<file path="src/rtl/adder_tree_csa_8_in_pkg.sv">
// adder_tree_pkg: stage counting, output width derivation and operand typedef for the CSA tree
package adder_tree_pkg;
  localparam int DEF_DATA_W = 3;
  localparam int DEF_DATA_N = 8;
  function automatic int stage_count(int i_num);
    int n;
    int c;
    n = i_num;
    c = 0;
    if (i_num == 4) c = 1;
    else if (i_num == 5) c = 2;
    else
      while (n > 4) begin
        n = n - n / 3;
        c++;
      end
    return c;
  endfunction
  function automatic int out_width(int w, int n);
    return w + stage_count(n) + 2;
  endfunction
  typedef logic [0:DEF_DATA_N-1][DEF_DATA_W-1:0] operand_arr_t;
endpackage

</file>
<file path="src/rtl/adder_tree_csa_8_in_csa_3_2.sv">
// csa_3_2: bitwise 3:2 compressor, carry pre-shifted left and truncated to W
module csa_3_2 #(
  parameter int W = 7
) (
  input  logic [W-1:0] a,
  input  logic [W-1:0] b,
  input  logic [W-1:0] c,
  output logic [W-1:0] sum,
  output logic [W-1:0] carry
);
  assign sum   = a ^ b ^ c;
  assign carry = {(a[W-2:0] & b[W-2:0]) | (a[W-2:0] & c[W-2:0]) | (b[W-2:0] & c[W-2:0]), 1'b0};
endmodule

</file>
<file path="src/rtl/adder_tree_csa_8_in.sv">
// adder_tree_csa_8_in: 4-rank pipelined carry-save tree summing eight unsigned words
module adder_tree_csa_8_in
  import adder_tree_pkg::*;
#(
  parameter int I_DATA_W = 3,
  parameter int I_DATA_N = 8,
  localparam int STAGES_N = stage_count(I_DATA_N) + 1,
  localparam int O_DATA_W = I_DATA_W + STAGES_N + 1
) (
  input  logic                               clk,
  input  logic                               rst_n,
  input  logic [0:I_DATA_N-1][I_DATA_W-1:0]  i_data,
  output logic [O_DATA_W-1:0]                o_data
);
  if (I_DATA_N != 8) begin : g_bad_n
    $error("adder_tree_csa_8_in supports exactly 8 operands");
  end
  logic [I_DATA_N-1:0][O_DATA_W-1:0] ext;
  logic [5:0][O_DATA_W-1:0] l1, r1;
  logic [3:0][O_DATA_W-1:0] l2, r2;
  logic [1:0][O_DATA_W-1:0] l3, r3;
  logic [O_DATA_W-1:0] s3, c3;
  always_comb
    for (int i = 0; i < I_DATA_N; i++) ext[i] = O_DATA_W'(i_data[i]);
  csa_3_2 #(.W(O_DATA_W)) u_l1_0 (.a(ext[0]), .b(ext[1]), .c(ext[2]), .sum(l1[0]), .carry(l1[1]));
  csa_3_2 #(.W(O_DATA_W)) u_l1_1 (.a(ext[3]), .b(ext[4]), .c(ext[5]), .sum(l1[2]), .carry(l1[3]));
  assign l1[4] = ext[6];
  assign l1[5] = ext[7];
  always_ff @(posedge clk or negedge rst_n)
    if (!rst_n) r1 <= '0;
    else r1 <= l1;
  csa_3_2 #(.W(O_DATA_W)) u_l2_0 (.a(r1[0]), .b(r1[1]), .c(r1[2]), .sum(l2[0]), .carry(l2[1]));
  csa_3_2 #(.W(O_DATA_W)) u_l2_1 (.a(r1[3]), .b(r1[4]), .c(r1[5]), .sum(l2[2]), .carry(l2[3]));
  always_ff @(posedge clk or negedge rst_n)
    if (!rst_n) r2 <= '0;
    else r2 <= l2;
  // levels 3 and 4 share one rank: 4 -> 3 -> 2
  csa_3_2 #(.W(O_DATA_W)) u_l3 (.a(r2[0]), .b(r2[1]), .c(r2[2]), .sum(s3), .carry(c3));
  csa_3_2 #(.W(O_DATA_W)) u_l4 (.a(s3), .b(c3), .c(r2[3]), .sum(l3[0]), .carry(l3[1]));
  always_ff @(posedge clk or negedge rst_n)
    if (!rst_n) r3 <= '0;
    else r3 <= l3;
  always_ff @(posedge clk or negedge rst_n)
    if (!rst_n) o_data <= '0;
    else o_data <= r3[0] + r3[1];
endmodule

</file>
<file path="config.mk">
export PLATFORM = sky130hd
export DESIGN_NAME = adder_tree_csa_8_in
export DESIGN_NICKNAME = d
export VERILOG_FILES = /design/src/rtl/adder_tree_csa_8_in_pkg.sv /design/src/rtl/adder_tree_csa_8_in_csa_3_2.sv /design/src/rtl/adder_tree_csa_8_in.sv
export SDC_FILE = /design/constraint.sdc
export NUM_CORES = 1
export LEC_CHECK = 0
export BUFFER_PORTS_ARGS = -buffer_cell sky130_fd_sc_hd__buf_2
export CORE_MARGIN = 2
export CORE_UTILIZATION = 45
export CTS_CLUSTER_SIZE = 40
export DETAILED_ROUTE_END_ITERATION = 7
export HOLD_SLACK_MARGIN = 0.12
export MAX_ROUTING_LAYER = met4
export PLACE_DENSITY = 0.69
export SETUP_SLACK_MARGIN = 0.15
export SYNTH_ARGS = -nofsm -noshare
export SYNTH_HDL_FRONTEND = slang
export SYNTH_SLANG_ARGS = --single-unit
</file>
<file path="constraint.sdc">
create_clock -name clk -period 1.55 [get_ports clk]
set_input_delay 0.31 -clock clk [delete_from_list [all_inputs] [get_ports clk]]
set_output_delay 0.31 -clock clk [all_outputs]
set_load 0.1 [all_outputs]
</file>
-- After elaboration in Yosys (flattened, before gate mapping)
Cells that the tools add are included.
- add/subtract/negate cells: 1
- bitwise operators: 42
- operators with widths (operator ; number):
    6-bit bitwise OR ; 12
    6-bit AND ; 9
    7-bit XOR ; 6
    7-bit by 3-bit XOR with 7-bit output ; 4
    3-bit AND ; 7
    6-bit by 3-bit AND with 6-bit output ; 2
    7-bit adder ; 1
    3-bit XOR ; 2
- flip-flop bits (word level): 78
- input bits: 26
- word-level logic and storage cells: 56
- output and inout port bits: 7

-- Logic depth before layout (Yosys ltp)
- word-level depth: 6
- gate-level depth with buffers: 4
- mapped depth without buffers: 4

-- Hierarchy
A second synthesis with hierarchy kept.
- cells, all modules: 171
- area total of the unflattened synthesis: 3281.9 um^2
- modules (own cells, without submodules) (module ; cells each ; instances ; seq. area each (um^2) ; area an instance (um^2)):
    adder_tree_csa_8_in ; 117 ; 1 ; 2077.0 ; 2351.0
    csa_3_2 ; 9 ; 6 ; 0.0 ; 155.1

-- Worst setup path after synthesis
No wires, ideal clock.
- path kind: flip-flop to flip-flop
- start: register r2[1] (netlist name)
- end: register r3[1] (netlist name)
- required time: 1436 ps
- period minus slack after synthesis: 1484 ps
- library setup time: 114 ps
- buffers on the path: 0
- cell stages (with the launch flop): 5
- data arrival time: 1371 ps
- setup slack: 66 ps
- cells stage by stage: dfrtp_1 > inv_1 > fa_1 > fa_1 > inv_1
- RTL lines (item ; line ; text):
    start, declared ; adder_tree_csa_8_in.sv:20 ; logic [3:0][O_DATA_W-1:0] l2, r2;
    start signal, assigned ; adder_tree_csa_8_in.sv:36 ; else r2 <= l2;
    end signal, assigned ; adder_tree_csa_8_in.sv:42 ; else r3 <= l3;
    end, declared ; adder_tree_csa_8_in.sv:21 ; logic [1:0][O_DATA_W-1:0] l3, r3;

==> metrics <==
outcome finished, final reports clean; Synth Cell Area 1660 um2; switching pwr 1.33 mW; Reg2Reg Setup Slack 0.02 ns; initial antenna violation count 0; Finished Core Util 0.581; Critical Path AT 1.76 ns; Critical Path Source r2[3]; Sequential cell area 1150 um2; gp weighted congestion 0.693; I/O pins 33; Synth top area share 0.692; clock net sink count 46; Clock transition at path regs 0.08 ns; Synth Warn # 0; die outline height 64.8 um; CP Data Required Time 1.78 ns; drt drc 0; Filler cells 268; routed len/inst 10.5 um; CORE AREA 3610 um2; worst reg2reg startpoint r2[3]; CP max FO 1; worst slew pin tran 0.546 ns; fin crit share 0.987; Final setup viols 0; root buf cell clkbuf_8; Yosys top cell by area dfrtp_1; Area growth, synth to finish 25.9%; FF-to-FF path depth 4; hpwl dp 1.41 mm; Detail Route Antenna Nets 0; Tmin final 1.53 ns; # Post-CTS Setup Buffers 0; fmax 654 MHz; r2r endpoint r3[3]; pin count of the biggest net entering global routing 47; synth top area cells dfrtp_1, fa_1, ha_1, inv_1, xnor2_1; syn nets 141; skew final 0.00193 ns; Cell Int Power 2.46 mW; nets@finish 186; DIE WIDTH 64.8 um; Routed WL 1.95 mm; Slew Viols, Final 0; Ant. Diodes 0; Hold WC Path Type in2reg; DRT iter0 DRCs 33; Comb power frac 0.304; total congestion overflow 0; final hold violations 0; startpoint types flop; All-Layer GR Usage 0.121; Leakage 1.03 nW; Worst Setup EP r3[3]; Site Rows 22; final instance area 2090 um2; Synth Instances 92; CP endpoint kind flop; vias 763; Place WS 0.0618 ns; Peak VDD IR 702 uV; count of input and output buffers 31; clock share of power 0.279; first-pass GRT wire length 3.49 mm; post-route insts no fill 186; number of global-route vias before repair 843; detailed-route vias per instance 4.10; Num CTS Buffers 5; Placement Cell Area 1880 um2; RSZ-0062 raised after global routing yes; clk_lat worst skew 0.29 ns; Setup Crit Path Kind reg2reg; Starting Density 0.461; layout cell share with drive strength beyond 1 0.319; sequential power share 0.417; Max-slew headroom 0.636; Net Sw Frac 0.352; Clock Path Buffers 2; #FFs+latches synth 46; area occupied by multi-input gates 444 um2; drt first pass iters 3; die area 4200 um2; Synth cell types 10; CTS tree yes; syn avg cell area 18.1 um2; sequential cell area fraction in the yosys report 0.692; DP Cell Count 171; power density over cell area 1810 nW/um2; MaxCap Viol Count 0; htree depth 2; final setup margin 0.0206 ns
-- worst max-delay path, stage by stage (launching register included) --
cell and delay (ns):
dfrtp_1 0.35, inv_2 0.04, fa_1 0.54, inv_2 0.04, fa_2 0.51
-- through the flow --
step	power [mW]	hold WS [ns]	TNS (ns)
2_1_floorplan	2.49	0.0144	0
3_3_place_gp	2.69	0.333	0
3_5_place_dp	2.75	0.339	0
4_1_cts	3.84	0.263	0
5_1_grt	4.03	0.267	-0.0402
6_report	3.79	0.274	0
-- what timing repair did --
action	in CTS	in global routing
hold buffers	7	0
setup endpoints to repair	4	5
gates resized for setup	1	3
hold endpoints to repair	52	0
pin swaps	2	1
-- cells in the mapped netlist (all sizes together) --
cell / n
buf: 1
a21oi: 1
inv: 17
nand3: 1
dfrtp: 46
fa: 17
xnor2: 1
ha: 6
nand2: 1
conb: 1
-- routing by layer --
layer | GRT usage | vias up | part of all wire
li1 | - | 353 | -
met5 | - | - | 0
met3 | 0.0573 | 6 | 0.079
met4 | 0.0559 | 0 | 0.021
met2 | 0.198 | 32 | 0.51
met1 | 0.123 | 372 | 0.39
-- power groups by stage --
stage | clock network (mW) | logic [mW] | registers [mW]
CTS | 1.09 | 1.16 | 1.58
finish | 1.06 | 1.15 | 1.58
global route | 1.14 | 1.28 | 1.61
floorplan | 0 | 0.340 | 2.15
detailed placement | 0 | 1.15 | 1.60
global placement | 0 | 1.10 | 1.59
-- state kept, by name, summed over array words and instances (netlist names) --
register,cells
r2,14
r3,8
r1,18
o_data,6
-- layout by cell type (no fill, tap or decap), drive strengths merged --
master and count:
dlygate4sd3 7, ha 6, inv 17, dfrtp 46, buf 32, clkbuf 6, xnor2 1, conb 1
a21oi 1, nand2 1, fa 17, nand3 1, bufinv 2
-- how the worst min path moves through the flow --
stage	startpoint	endpoint	cells after the start
finish	i_data[13]	r1[15]	2
global route	i_data[13]	r1[15]	2
CTS	i_data[13]	r1[15]	2
detailed placement	r1[24]	r2[17]	0
global placement	r3[0]	o_data[0]	0
floorplan	rst_n	o_data[0]	0
-- cells by family after synthesis --
family | share of synthesized area
fa+ha+maj | 0.250
simple gates | 0.00526
flops | 0.692
other cells | 0.00225
compound gates | 0.00300
buf+inv | 0.0429
xor+xnor | 0.00526
-- cell type report --
type,instances,area share
clock buffer,6,0.0394
clock inverter,2,0.0287
inverter,17,0.0305
multi-input combinational,28,0.212
sequential,46,0.550
tap,48,0.0287
timing repair buffer,39,0.111
(Power assumes the default switching activity.)
